### src/rtl/fp32_pkg.sv
// Shared IEEE-754 single-precision constants, FSM encoding and operand classification
// used by the Booth multiplier and the SRT divider datapaths.
package fp32_pkg;

    localparam int          BIAS    = 127;
    localparam int          ITERS   = 13;
    localparam logic [7:0]  EXP_INF = 8'hFF;
    localparam logic [31:0] QNAN    = 32'h7FC00000;

    typedef enum logic [2:0] {
        ST_IDLE,
        ST_LOAD,
        ST_ITER,
        ST_NORM,
        ST_ROUND
    } state_t;

    typedef enum logic [1:0] {
        SP_NONE,
        SP_ZERO,
        SP_INF,
        SP_NAN
    } special_t;

    // NaN (or inf times zero) wins over inf, which wins over zero; exp==0 counts as zero.
    function automatic special_t classify(
        input logic [7:0]  a_exp,
        input logic [22:0] a_man,
        input logic [7:0]  b_exp,
        input logic [22:0] b_man
    );
        logic     a_nan;
        logic     b_nan;
        logic     a_inf;
        logic     b_inf;
        logic     a_zero;
        logic     b_zero;
        special_t cls;
        a_nan  = (a_exp == EXP_INF) && (a_man != 23'd0);
        b_nan  = (b_exp == EXP_INF) && (b_man != 23'd0);
        a_inf  = (a_exp == EXP_INF) && (a_man == 23'd0);
        b_inf  = (b_exp == EXP_INF) && (b_man == 23'd0);
        a_zero = (a_exp == 8'd0);
        b_zero = (b_exp == 8'd0);
        if (a_nan || b_nan || (a_inf && b_zero) || (b_inf && a_zero)) begin
            cls = SP_NAN;
        end else if (a_inf || b_inf) begin
            cls = SP_INF;
        end else if (a_zero || b_zero) begin
            cls = SP_ZERO;
        end else begin
            cls = SP_NONE;
        end
        return cls;
    endfunction

endpackage

### src/rtl/booth4_pp_sel.sv
// Radix-4 Booth digit decode: three multiplier bits select 0, +/-M or +/-2M
// as a 26-bit two's-complement partial product.
module booth4_pp_sel (
    input  logic [2:0]  digit,
    input  logic [23:0] mcand,
    output logic        neg,
    output logic        zero,
    output logic        two,
    output logic [25:0] pp
);

    logic [25:0] mag;

    always_comb begin
        neg  = digit[2];
        zero = (digit == 3'b000) || (digit == 3'b111);
        two  = (digit == 3'b011) || (digit == 3'b100);
        mag  = two ? {1'b0, mcand, 1'b0} : {2'b00, mcand};
        if (zero) begin
            pp = 26'd0;
        end else if (neg) begin
            pp = ~mag + 26'd1;
        end else begin
            pp = mag;
        end
    end

endmodule

### src/rtl/fp32_booth4_multiplier.sv
// Sequential fp32 multiplier: radix-4 Booth mantissa product, normalise, round-to-nearest-even.
// Optional status port flags[3:0] = {invalid, overflow, underflow, inexact} with FPMUL_STATUS_EN.
module fp32_booth4_multiplier
    import fp32_pkg::*;
(
    input  logic        clk,
    input  logic        resetn,
    input  logic        start,
    input  logic        Asign,
    input  logic [7:0]  Aexp,
    input  logic [22:0] Amantissa,
    input  logic        Bsign,
    input  logic [7:0]  Bexp,
    input  logic [22:0] Bmantissa,
    output logic [31:0] p,
    output logic        done,
    output logic        busy
`ifdef FPMUL_STATUS_EN
    ,
    output logic [3:0]  flags
`endif
);

    localparam logic [9:0] BIAS10    = 10'(BIAS);
    localparam logic [3:0] LAST_STEP = 4'(ITERS - 1);

    state_t             state;
    logic [3:0]         cnt;
    logic               a_sign_q;
    logic               b_sign_q;
    logic [7:0]         a_exp_q;
    logic [7:0]         b_exp_q;
    logic [22:0]        a_man_q;
    logic [22:0]        b_man_q;
    logic [23:0]        mcand;
    logic [26:0]        mplr;
    logic [49:0]        acc;
    logic               sign_r;
    logic signed [9:0]  exp_r;
    special_t           special_r;
    logic [22:0]        frac_r;
    logic               guard_r;
    logic               sticky_r;

    logic               pp_neg;
    logic               pp_zero;
    logic               pp_two_unused;
    logic [25:0]        pp;
    logic [49:0]        pp_shifted;
    logic [1:0]         acc_hi_unused;

    logic [47:0]        prod;
    logic [22:0]        frac_n;
    logic               guard_n;
    logic               sticky_n;

    logic               round_inc;
    logic [23:0]        rounded;
    logic signed [9:0]  exp_fin;
    logic               ovf;
    logic               unf;
    logic [31:0]        result;

    booth4_pp_sel u_pp_sel (
        .digit (mplr[2:0]),
        .mcand (mcand),
        .neg   (pp_neg),
        .zero  (pp_zero),
        .two   (pp_two_unused),
        .pp    (pp)
    );

    // Partial product i carries weight 4^i, so it is aligned by 2*cnt before accumulation.
    assign pp_shifted    = {{24{pp_neg & ~pp_zero}}, pp} << {cnt, 1'b0};
    assign acc_hi_unused = acc[49:48];

    always_comb begin
        prod = acc[47:0];
        if (prod[47]) begin
            frac_n   = prod[46:24];
            guard_n  = prod[23];
            sticky_n = |prod[22:0];
        end else begin
            frac_n   = prod[45:23];
            guard_n  = prod[22];
            sticky_n = |prod[21:0];
        end
    end

    // A carry out of the 24-bit rounded significand leaves the fraction at zero and bumps the exponent.
    always_comb begin
        round_inc = guard_r & (sticky_r | frac_r[0]);
        rounded   = {1'b0, frac_r} + {23'd0, round_inc};
        exp_fin   = exp_r + $signed({9'd0, rounded[23]});
        ovf       = (exp_fin >= 10'sd255);
        unf       = (exp_fin <= 10'sd0);
        case (special_r)
            SP_NAN:  result = QNAN;
            SP_INF:  result = {sign_r, EXP_INF, 23'd0};
            SP_ZERO: result = {sign_r, 31'd0};
            default: begin
                if (ovf) begin
                    result = {sign_r, EXP_INF, 23'd0};
                end else if (unf) begin
                    result = {sign_r, 31'd0};
                end else begin
                    result = {sign_r, exp_fin[7:0], rounded[22:0]};
                end
            end
        endcase
    end

`ifdef FPMUL_STATUS_EN
    logic [3:0] flags_n;

    always_comb begin
        flags_n = 4'b0000;
        case (special_r)
            SP_NAN:  flags_n = 4'b1000;
            SP_NONE: flags_n = {1'b0, ovf, unf, guard_r | sticky_r | ovf | unf};
            default: flags_n = 4'b0000;
        endcase
    end

    always_ff @(posedge clk or negedge resetn) begin
        if (!resetn) begin
            flags <= 4'b0000;
        end else if (state == ST_ROUND) begin
            flags <= flags_n;
        end
    end
`endif

    always_ff @(posedge clk or negedge resetn) begin
        if (!resetn) begin
            state     <= ST_IDLE;
            cnt       <= 4'd0;
            a_sign_q  <= 1'b0;
            b_sign_q  <= 1'b0;
            a_exp_q   <= 8'd0;
            b_exp_q   <= 8'd0;
            a_man_q   <= 23'd0;
            b_man_q   <= 23'd0;
            mcand     <= 24'd0;
            mplr      <= 27'd0;
            acc       <= 50'd0;
            sign_r    <= 1'b0;
            exp_r     <= 10'sd0;
            special_r <= SP_NONE;
            frac_r    <= 23'd0;
            guard_r   <= 1'b0;
            sticky_r  <= 1'b0;
            p         <= 32'd0;
            done      <= 1'b0;
            busy      <= 1'b0;
        end else begin
            done <= 1'b0;
            case (state)
                ST_IDLE: begin
                    busy <= start;
                    if (start) begin
                        a_sign_q <= Asign;
                        b_sign_q <= Bsign;
                        a_exp_q  <= Aexp;
                        b_exp_q  <= Bexp;
                        a_man_q  <= Amantissa;
                        b_man_q  <= Bmantissa;
                        state    <= ST_LOAD;
                    end
                end
                ST_LOAD: begin
                    mcand     <= (a_exp_q != 8'd0) ? {1'b1, a_man_q} : 24'd0;
                    mplr      <= {2'b00, (b_exp_q != 8'd0) ? {1'b1, b_man_q} : 24'd0, 1'b0};
                    acc       <= 50'd0;
                    cnt       <= 4'd0;
                    sign_r    <= a_sign_q ^ b_sign_q;
                    exp_r     <= $signed({2'b00, a_exp_q}) + $signed({2'b00, b_exp_q})
                                 - $signed(BIAS10);
                    special_r <= classify(a_exp_q, a_man_q, b_exp_q, b_man_q);
                    state     <= ST_ITER;
                end
                ST_ITER: begin
                    acc  <= acc + pp_shifted;
                    mplr <= {2'b00, mplr[26:2]};
                    if (cnt == LAST_STEP) begin
                        cnt   <= 4'd0;
                        state <= ST_NORM;
                    end else begin
                        cnt <= cnt + 4'd1;
                    end
                end
                ST_NORM: begin
                    frac_r   <= frac_n;
                    guard_r  <= guard_n;
                    sticky_r <= sticky_n;
                    if (prod[47]) begin
                        exp_r <= exp_r + 10'sd1;
                    end
                    state <= ST_ROUND;
                end
                ST_ROUND: begin
                    p     <= result;
                    done  <= 1'b1;
                    state <= ST_IDLE;
                end
                default: state <= ST_IDLE;
            endcase
        end
    end

endmodule

### config.mk
export PLATFORM = sky130hd
export DESIGN_NAME = fp32_booth4_multiplier
export DESIGN_NICKNAME = d
export VERILOG_FILES = /design/src/rtl/fp32_pkg.sv /design/src/rtl/booth4_pp_sel.sv /design/src/rtl/fp32_booth4_multiplier.sv
export SDC_FILE = /design/constraint.sdc
export NUM_CORES = 1
export LEC_CHECK = 0
export ABC_AREA = 1
export ABC_CLOCK_PERIOD_IN_PS = 5620
export CAP_MARGIN = 20
export CORE_MARGIN = 2
export CORE_UTILIZATION = 30
export CTS_CLUSTER_SIZE = 14
export DETAILED_ROUTE_END_ITERATION = 7
export MAX_ROUTING_LAYER = met4
export PLACE_DENSITY = 0.44
export SLEW_MARGIN = 30
export SYNTH_ARGS = -nofsm -noshare
export SYNTH_HDL_FRONTEND = slang
export SYNTH_HIERARCHICAL = 1
export SYNTH_SLANG_ARGS = --single-unit
### constraint.sdc
create_clock -name clk -period 5.62 [get_ports clk]
set_clock_uncertainty 0.05 [all_clocks]
set_input_delay 1.686 -clock clk [delete_from_list [all_inputs] [get_ports clk]]
set_output_delay 1.686 -clock clk [all_outputs]
set_load 0.005 [all_outputs]
==> results of run 1 <==
-- critical path, cell delays in order, from the launching register on --
cell	delay, ns
dfrtp_1	0.45
nor2_2	0.17
nand2_2	0.15
nand2_8	0.28
o21ai_1	0.19
nor2_1	0.26
nand2_1	0.11
nand2_1	0.13
nand4_1	0.17
nand2_1	0.10
inv_1	0.04
nor2_1	0.18
nand2_1	0.08
nand2_1	0.10
o21ai_0	0.14
nand2_1	0.11
o21ai_0	0.16
o21ai_0	0.42
ha_1	0.37
a21oi_1	0.29
o21bai_1	0.18
a21oi_1	0.24
nand2_1	0.15
inv_1	0.08
nand2_1	0.14
nand2_1	0.09
nand2_1	0.04
o21ai_0	0.15
-- per-stage QoR --
| step | cell area (sq um) | utilization | cells | setup slack (ns) | hold WS (ns) |
|---|---|---|---|---|---|
| 5_1_grt | 20700 | 0.350 | 3612 | 0.0239 | 0.452 |
| 6_report | 20700 | 0.350 | 3612 | 0.506 | 0.416 |
| 4_1_cts | 20700 | 0.350 | 3612 | 0.490 | 0.426 |
| 3_5_place_dp | 19700 | 0.334 | 3558 | 0.520 | 0.414 |
| 3_3_place_gp | 19700 | 0.334 | 3558 | 0.468 | 0.408 |
| 2_1_floorplan | 18000 | - | 2753 | 1.68 | 0.392 |
-- placed cells by master (no fill, tap or decap), types with 9 or more instances in the layout --
cell type        instances
mux2i_1                 12
inv_1                  358
nand4_1                 46
xor2_1                  17
o21ai_0                183
nand3b_1                15
nand3_1                138
ha_1                    70
a21oi_1                143
o22ai_1                 11
nor3_1                  20
clkbuf_1                 9
nand2_2                  9
a31oi_1                 22
dfrtp_1                240
o21ai_1                 25
nor2_2                  12
buf_4                   26
o211ai_1                 9
nor2_1                 284
nand2_1                909
o311ai_0                12
xnor2_1                 13
clkdlybuf4s50_1         99
clkbuf_16               31
mux2_2                  14
or2_2                    9
-- routing by layer --
layer	routed length, um	part of all wire
met1	28600	0.47
met2	28400	0.47
met3	1970	0.033
met4	1430	0.024
met5	0	0
-- cell type report --
type / instances / area, sq um
multi-input combinational: 2050 / 10100
clock buffer: 46 / 892
clock inverter: 8 / 98.8
fill: 6399 / 38400
inverter: 367 / 1380
tap: 773 / 967
timing repair buffer: 128 / 1240
sequential: 240 / 6010
-- final timing paths --
| check | slack (ns) | cells past startpoint | endpoint | startpoint |
|---|---|---|---|---|
| max in group asynchronous | 3.46 | 2 | acc[39] | resetn |
| hold reg to reg | 0.42 | 2 | p[31] | sign_r |
| hold / removal | 0.42 | 2 | p[31] | sign_r |
| min in group asynchronous | 1.07 | 1 | done | resetn |
| setup / recovery | 0.51 | 27 | acc[28] | mplr[1] |
| setup reg to reg | 0.51 | 27 | acc[28] | mplr[1] |
-- state kept, by name (all words and copies together), names as in the netlist, 2 cells and up --
signal / flops
acc: 48
p: 32
mplr: 25
mcand: 24
a_man_q: 23
b_man_q: 23
frac_r: 23
exp_r: 10
a_exp_q: 8
b_exp_q: 8
cnt: 4
state: 3
special_r: 2
-- cells by family after synthesis --
family,count (synthesis)
buf+inv,463
simple gates,1473
fa+ha+maj,72
compound gates,449
flops,240
xor+xnor,30
mux,26
-- timing repair --
action / CTS / global route
resized for setup: 0 / 2
endpoints found under the setup margin: 0 / 7
hold endpoints to repair: 0 / 0
hold buffers: 0 / 0
buffers inserted: 0 / 0
==> results.md, run 1 <==
* Compound-Gate Fraction of Synth Area at 0.139
* GR Util met1 at 0.263
* Launching element type of the critical path: register
* Initial DRC Count at 1063
* Basic-gate share of the synthesized area counting and, or, nand and nor cells at 0.342
* Clock net sink count at 240
* TritonCTS clock tree: built
* Total setup violations reported at the end of the flow at 0
* Number of warnings reported in the yosys synthesis log at 6
* Iteration count of the initial detailed-routing pass at 5
* Post-synth EDFFs at 0
* Number of antenna cells inserted at 0
* PortBufs at 100
* Clk Latency, worst-skew pair at slightly below 0.6 ns
* Proportion of netlist area held by the largest area contributor at 0.334
* Combined global-route utilization of all metal layers at 0.200
* Netlist area before placement at approximately 18000 sq um
* Fraction of layout cells with a size suffix above 1 at 0.0528
* Number of placement rows at 89
* Wire length after detailed routing at roughly 60000 um
* Hold Fails Final Rpt at 0
* Measured slew at the worst slew-check pin at 0.860 ns
* Number of distinct library cells after synthesis at 61
* Leading area contributor after synthesis: dfrtp_1
* Total clock buffers created by CTS at 31
* Fmax achieved at 196 MHz
* Highest net fanout along the worst path at 54
* Number of design rule violations left after detail routing at 0
* Most Used Layer, Global Route: met2
* Cell with the most instances after synthesis: nand2_1
* Average wire length per cell after detail routing at 16.7 um
* Via count at roughly 17000
* Final-report max-slew violation count at 0
* Floorplan die height at around 250 um
* Clock Tree Root: clkbuf_16
* M2 GR Usage at 0.334
* Aggregate negative setup slack at 0 ns
* Total Die Area at roughly 62000 sq um
* #FFs+latches synth at 240
* Seq/Total Area, Yosys at 0.334
* Post-Synth XOR/XNOR Area at 0.0146
* Buffer depth of the longest clock path at 3
* HPWL after detailed placement at 47500 um
* Worst Setup End Kind: register
* Async S/R FF share, synth at 1.00
* Starting density of the core at 0.304
* Met3 usage in global routing at 0.0169
* Synthesized-area fraction occupied by adder cells at 0.0509
* Final critical delay including setup and external delays at just over 5 ns
* Maximum number of pins on one net before global-route repair at 90
* Final clock period utilization by the worst path at 0.910
* Mean post-synth cell area at between 6 and 7 sq um
* Number of nets with antenna violations after detailed routing at 0
* Placeable Area at approximately 59000 sq um
* Synth top cells by count: 910 x nand2_1, 358 x inv_1, 284 x nor2_1
* Global-route wire length before repair at approximately 97000 um
* Prevailing post-synth register cell: dfrtp_1
* Main combinational cell family by area after synthesis: simple AND/OR/NAND/NOR gates
* Clock slew at the register clock pins of the worst setup and hold paths at 0.06 ns
* Number of H-tree levels at 1
* Die outline width at 249 um
* Grt ovf at 0
* Signed area change from the synthesized netlist to the final layout at 15.2%
* Ports placed on the boundary at 101
* Antenna violations before repair at 0
* Nets at 2957
* Outcome: finished clean
* Crit Path Category: reg2reg
* Number of max-capacitance violations reported at 0
* Final weighted congestion of routability-driven global placement at 0.925
* Multiplexer share of the synthesized area at 0.0154
* WP data required at slightly above 6 ns
* HP Class: reg2reg
* Max-slew headroom at the worst pin at 0.426
* Vias in the first global route at 17269
* Mapped Cells at 2753
* Unrepaired setup endpoints after global routing: false
* Top post-synthesis cells by area: dfrtp_1 33%, nand2_1 19%, inv_1 7.5%
* Synth Net Count at 2892
* Worst endpoint data arrival time at 5.57 ns
* Via-per-instance ratio at 4.83
Power of run 1 is left out: the tool's default activity adds up to more than one toggle a clock period on the data nets, which glitch-free logic cannot reach.
==> inputs of run 2 (changes only) <==
--- a/config.mk
+++ b/config.mk
@@ -6,14 +6,15 @@
 export NUM_CORES = 1
 export LEC_CHECK = 0
 export ABC_AREA = 1
-export ABC_CLOCK_PERIOD_IN_PS = 5620
+export ABC_CLOCK_PERIOD_IN_PS = 4500
 export CAP_MARGIN = 20
 export CORE_MARGIN = 2
 export CORE_UTILIZATION = 30
 export CTS_CLUSTER_SIZE = 14
 export DETAILED_ROUTE_END_ITERATION = 7
 export MAX_ROUTING_LAYER = met4
-export PLACE_DENSITY = 0.44
+export PLACE_DENSITY = 0.45
+export REMOVE_ABC_BUFFERS = 1
 export SLEW_MARGIN = 30
 export SYNTH_ARGS = -nofsm -noshare
 export SYNTH_HDL_FRONTEND = slang
==> constraint.sdc (replaced) <==
create_clock -name clk -period 4.5 [get_ports clk]
set_clock_uncertainty 0.05 [all_clocks]
set_input_delay 1.35 -clock clk [delete_from_list [all_inputs] [get_ports clk]]
set_output_delay 1.35 -clock clk [all_outputs]
set_load 0.005 [all_outputs]
==> results.md, run 2 (synthesis gave the netlist of run 1 again) <==
* Iteration count of the initial detailed-routing pass at 5 (unchanged)
* Number of buffer and inverter stages on the critical path at 7 (+5)
* Final clock period utilization by the worst path at 0.980 (+0.0697)
* Clock Tree Root: clkbuf_16
* Final-report max-slew violation count at 0 (unchanged)
* Max-slew headroom at the worst pin at 0.304 (-0.122)
* Critical R2R Launch: mplr[1]
* Final critical delay including setup and external delays at 4.41 ns (-0.706 ns)
* Largest register FFs at 48 (unchanged)
* Placement-stage cell area at 21500 sq um (+8.9%)
* Non-Filler Instances at 3877 (+7.3%)
* Ports placed on the boundary at 101 (unchanged)
* Number of nets with antenna violations after detailed routing at 0 (unchanged)
* Signed area change from the synthesized netlist to the final layout at 37.8%
* Highest-count cells in the layout ignoring fill and taps: 794 x nand2_1, 332 x inv_1, 266 x buf_4
* Quantity of hold-fixing buffers added after cts at 0 (unchanged)
* Total area of multi-input combinational cells at 12100 sq um (+19%)
* Fraction of layout cells with a size suffix above 1 at 0.260 (+0.207)
* Start point of the worst min-delay path: p[12]
* Number of antenna cells inserted at 0 (unchanged)
* Total clock buffers created by CTS at 31 (unchanged)
* Total setup violations reported at the end of the flow at 0 (unchanged)
* Combined global-route utilization of all metal layers at 0.209 (+0.00872)
* Measured slew at the worst slew-check pin at 1.04 ns (+0.183 ns)
* Cell depth of the worst flop-to-flop path at 30 (+11%)
* Reg-to-reg slack, setup at 0.09 ns (-0.41 ns)
* Clock net sink count at 240 (unchanged)
* Die outline width at 249 um (unchanged)
* Clock slew at the register clock pins of the worst setup and hold paths at 0.06 ns (about the same)
* Total Die Area at 61900 sq um (unchanged)
* Global-route wire length before repair at 101000 um (+4.5%)
* Unrepaired setup endpoints after global routing: true
* Average wire length per cell after detail routing at 16.7 um (-0.45%)
* Launching element type of the critical path: register
* CP max-delay cell: dfrtp_1
* Via-per-instance ratio at 4.81 (-0.43%)
* Antenna violations before repair at 1 (+1)
* Floorplan die height at 249 um (unchanged)
* Worst Hold Margin at 0.430 ns (+0.0140 ns)
* Highest net fanout along the worst path at 7 (-87%)
* Number of H-tree levels at 1 (unchanged)
* Cell class contributing the biggest share of worst-path delay: simple AND/OR/NAND/NOR gates
* Vias in the first global route at 18400 (+6.5%)
* Core utilization of the finished layout at 0.419 (+0.0688)
* PortBufs at 100 (unchanged)
* Wire length after detailed routing at 64600 um (+6.9%)
* Fmax achieved at 227 MHz (+16%)
* Number of max-capacitance violations reported at 0 (unchanged)
* Initial DRC Count at 966 (-9.1%)
* Hold Fails Final Rpt at 0 (unchanged)
* HP Class: reg2reg
* Worst endpoint data arrival time at 4.87 ns (-0.70 ns)
* Number of design rule violations left after detail routing at 0 (unchanged)
* Endpoint, Worst Hold: p[12]
* Crit Path Category: reg2reg
* Post-Place Cells at 3786 (+6.4%)
* Clk Latency, worst-skew pair at 0.59 ns (about the same)
* Final weighted congestion of routability-driven global placement at 0.962 (+4.0%)
* Critical R2R Capture: acc[26]
* Grt ovf at 0 (unchanged)
* Nets at 3219 (+8.9%)
* HPWL after detailed placement at 50100 um (+5.3%)
* Most frequent CP cell: nand2_1
* Via count at 18658 (+6.9%)
* Outcome: finished clean
* Placeable Area at 59100 sq um (unchanged)
* Finished layout cell area at 24800 sq um (+20%)
* Flip-flop and latch area at 6010 sq um (about the same)
* Number of placement rows at 89 (unchanged)
* Buffer depth of the longest clock path at 3 (unchanged)
* Largest reg by FF count: acc
* Met2 wire length at 30700 um (+8.0%)
* Metal3 WL at 2610 um (+32%)
* Wire length on met1 at 29600 um (+3.3%)
* Maximum number of pins on one net before global-route repair at 93 (+3.3%)
* Uppermost routed layer: met4
* Worst Setup End Kind: register
* Most frequent standard cell in the layout excluding fill and tap cells: nand2_1
* Number of fillers in the final layout at 6286 (-1.8%)
* Starting density of the core at 0.304 (unchanged)
* Hold path cells at 2 (unchanged)
* WP data required at 4.96 ns (-1.11 ns)
* TritonCTS clock tree: built
* Stage delay of the slowest cell on the critical path at 0.41 ns (-0.04 ns)
* Top flop regs: acc (48), p (32), mplr (25)
-- run 2: final cells by class --
cell class | count | area share
multi-input combinational | 2052 | 0.487
sequential | 240 | 0.242
timing repair buffer | 388 | 0.134
inverter | 367 | 0.0558
tap | 773 | 0.0390
clock buffer | 44 | 0.0349
clock inverter | 13 | 0.00636
-- run 2: metal layers --
| layer | global-route usage | vias to the layer above |
|---|---|---|
| met3 | 0.0257 | 97 |
| met5 | - | - |
| met4 | 0.0455 | 0 |
| li1 | - | 9522 |
| met1 | 0.268 | 8723 |
| met2 | 0.351 | 316 |
-- run 2: how the worst max path moves through the flow --
stage / end / depth (start not counted) / startpoint
6_report: acc[26] / 30 / mplr[1]
5_1_grt: acc[38] / 36 / mplr[1]
4_1_cts: acc[41] / 34 / mplr[2]
3_5_place_dp: acc[20] / 26 / mplr[0]
2_1_floorplan: acc[36] / 30 / mplr[2]
3_3_place_gp: acc[20] / 26 / mplr[0]
-- run 2: worst min-delay path, cell delays in order (launching register included) --
cell,delay [ns]
dfrtp_1,0.34
nand2_1,0.05
nand2_1,0.05
-- run 2: repair_timing --
action | 4_1_cts | 5_1_grt
pin swaps | 34 | 137
gates resized for setup | 172 | 400
endpoints found under the setup margin | 37 | 39
gates cloned | 2 | 1
setup buffers | 11 | 21
-- run 2: metrics by stage --
step | TNS [ns] | setup WS, ns
floorplan | -0.0396 | -0.0286
global placement | -10.93 | -0.522
detailed placement | -10.66 | -0.463
CTS | -0.0216 | -0.0199
global route | -4.25 | -0.197
finish | 0 | 0.0914
Power of run 2 is left out for the same reason.
==> inputs of run 3 (changes only) <==
--- a/config.mk
+++ b/config.mk
@@ -7,7 +7,7 @@
 export LEC_CHECK = 0
 export ABC_AREA = 1
 export ABC_CLOCK_PERIOD_IN_PS = 4500
-export CAP_MARGIN = 20
+export CAP_MARGIN = 10
 export CORE_MARGIN = 2
 export CORE_UTILIZATION = 30
 export CTS_CLUSTER_SIZE = 14
==> results of run 3 <==
No change in the layout: final DEF, timing and power equal those of run 2.
Power of run 3 is left out for the same reason.
==> RTL change, RTL diff (config.mk and constraints of run 1) <==
Register the input `Bmantissa` before use, cleared by the reset. The logic sees it one clock later. The other inputs are not delayed to match.
--- a/src/rtl/fp32_booth4_multiplier.sv
+++ b/src/rtl/fp32_booth4_multiplier.sv
@@ -25,2 +25,12 @@
     localparam logic [3:0] LAST_STEP = 4'(ITERS - 1);
+
+    logic [22:0] Bmantissa_q;
+
+    always_ff @(posedge clk or negedge resetn) begin
+        if (!resetn) begin
+            Bmantissa_q <= '0;
+        end else begin
+            Bmantissa_q <= Bmantissa;
+        end
+    end
 
@@ -166,3 +176,3 @@
                         a_man_q  <= Amantissa;
-                        b_man_q  <= Bmantissa;
+                        b_man_q  <= Bmantissa_q;
                         state    <= ST_LOAD;
Check against the original RTL: no difference found for any inputs over 10 cycles, from zero or initial values and one cycle with resetn low; that may be too few to reach the edited logic, so the function may still have changed.
==> RTL change against run 1 <==
Area after synthesis grew 1.1%; core utilization grew 0.18 points; sequential cell count grew 23; setup slack lost 0.014 ns; maximum frequency shrank 0.28%; wire length shrank 1.7%; final area grew 2.2%; hold slack gained 0.015 ns; critical endpoint is now acc[21]; largest cell class unchanged.
==> RTL change: results (changes against run 1) <==
<table>
<tr><th>Metric</th><th>Value</th></tr>
<tr><th colspan="2">Global routing</th></tr>
<tr><td>Met3 demand-to-capacity share in global routing</td><td>2.55% (was 1.69%)</td></tr>
<tr><td>Global-route wire length before repair</td><td>94.6 mm (was 96.8 mm)</td></tr>
<tr><td>Initial antenna violation count</td><td>3 (was 0)</td></tr>
<tr><td>Routing usage on met1</td><td>25.2% (was 26.3%)</td></tr>
<tr><td>Met2 usage in global routing</td><td>31.7% (was 33.4%)</td></tr>
<tr><td>Via count of the first global-routing pass</td><td>16900 (was 17300)</td></tr>
<tr><th colspan="2">Finish</th></tr>
<tr><td>Count of non-filler cells in the finished layout</td><td>3575 (was 3612)</td></tr>
<tr><td>Net count, final</td><td>2907 (was 2957)</td></tr>
<tr><td>Final-layout fill cell count</td><td>6628 (was 6399)</td></tr>
<tr><td>Share of final-layout standard cells stronger than drive strength 1</td><td>5.87% (was 5.28%)</td></tr>
<tr><th colspan="2">Synth</th></tr>
<tr><td>Netlist cell types</td><td>57 (was 61)</td></tr>
<tr><td>Most area-consuming cells after synthesis</td><td>dfrtp_1 36%, nand2_1 18%, inv_1 6.9% (was dfrtp_1 33%, nand2_1 19%, inv_1 7.5%)</td></tr>
<tr><td>Syn Nets</td><td>2834 (was 2892)</td></tr>
<tr><td>Sequential area share after synthesis</td><td>36.2% (was 33.4%)</td></tr>
<tr><td>Post-Syn Instances</td><td>2695 (was 2753)</td></tr>
<tr><th colspan="2">STA</th></tr>
<tr><td>Slew at the pin closest to its max-slew limit</td><td>0.945 ns (was 0.860 ns)</td></tr>
<tr><th colspan="2">Clocking</th></tr>
<tr><td>Clk_lat worst skew</td><td>0.54 ns (was 0.59 ns)</td></tr>
<tr><td># H-tree levels</td><td>2 (was 1)</td></tr>
<tr><td>Clock buffer count from CTS</td><td>36 (was 31)</td></tr>
<tr><th colspan="2">Setup path</th></tr>
<tr><td>Critical path arrival</td><td>5.47 ns (was 5.57 ns)</td></tr>
<tr><td>Worst Path Max Fanout</td><td>5 (was 54)</td></tr>
<tr><td>Top cell family by delay on the critical path</td><td>compound AO/OA/AOI/OAI gates (was simple AND/OR/NAND/NOR gates)</td></tr>
<tr><th colspan="2">Placement</th></tr>
<tr><td>Detail Placement HPWL</td><td>46.1 mm (was 47.5 mm)</td></tr>
<tr><td>Instance count after placement with tap cells included</td><td>3508 (was 3558)</td></tr>
<tr><th colspan="2">Route</th></tr>
<tr><td>Number of DRC markers after the initial detailed-route iteration</td><td>1047 (was 1063)</td></tr>
<tr><td>Via-to-Cell Ratio</td><td>4.89 (was 4.83)</td></tr>
<tr><td>Detailed Routing Iterations Pass 1</td><td>6 (was 5)</td></tr>
<tr><th colspan="2">Run status</th></tr>
<tr><td>Run status</td><td>complete, no violations (unchanged)</td></tr>
</table>
==> RTL change: kinds of logic after synthesis <==
| family | after synthesis | share of synthesized area (%) |
|---|---|---|
| adder cells (fa/ha/maj) | 72 | 5.04 |
| flip-flops | 263 | 36.2 |
| buffers and inverters | 436 | 9.52 |
| multiplexers | 24 | 1.42 |
| AO/OA/AOI/OAI | 479 | 14.7 |
| XOR/XNOR | 25 | 1.31 |
| AND/OR/NAND/NOR | 1396 | 31.8 |
==> RTL change: what timing repair did <==
item,CTS,global route
endpoints found under the setup margin,0,11
setup buffers,0,3
resized for setup,0,6
==> RTL change: cell type report <==
type	instances	area, um2	area share (%)
well taps	782	978	4.62
clock buffers	47	1010	4.78
flip-flops and latches	263	6580	31.1
repair buffers	125	1220	5.76
diodes	1	2.50	0.0118
multi-input cells	1997	9900	46.8
clock inverters	15	184	0.869
inverters	345	1290	6.12
==> RTL change: worst paths after layout <==
kind / start / endpoint / slack [ns] / cells past startpoint
max: mplr[0] / acc[21] / 0.49 / 27
min: p[15] / p[15] / 0.43 / 2
max reg2reg: mplr[0] / acc[21] / 0.49 / 27
min reg2reg: p[15] / p[15] / 0.43 / 2
max in group asynchronous: resetn / acc[43] / 3.38 / 2
min in group asynchronous: resetn / exp_r[9] / 1.12 / 1
==> RTL change: per-layer routing <==
layer  wire, um  vias up  part of all wire, %
met4       2010        0                  3.4
met3       2570       88                  4.3
li1           -     8845                    -
met1      27300     8186                   46
met2      27600      370                   46
met5          0        -                    0
==> RTL change: power groups by stage <==
stage | clock network, mW | logic, mW | registers (mW)
after floorplan | 0 | 6.94 | 3.14
after global placement | 0 | 9.82 | 3.36
after detailed placement | 0 | 9.82 | 3.37
after CTS | 2.40 | 9.87 | 3.35
after global routing | 2.47 | 11.3 | 3.45
final | 2.31 | 9.90 | 3.34
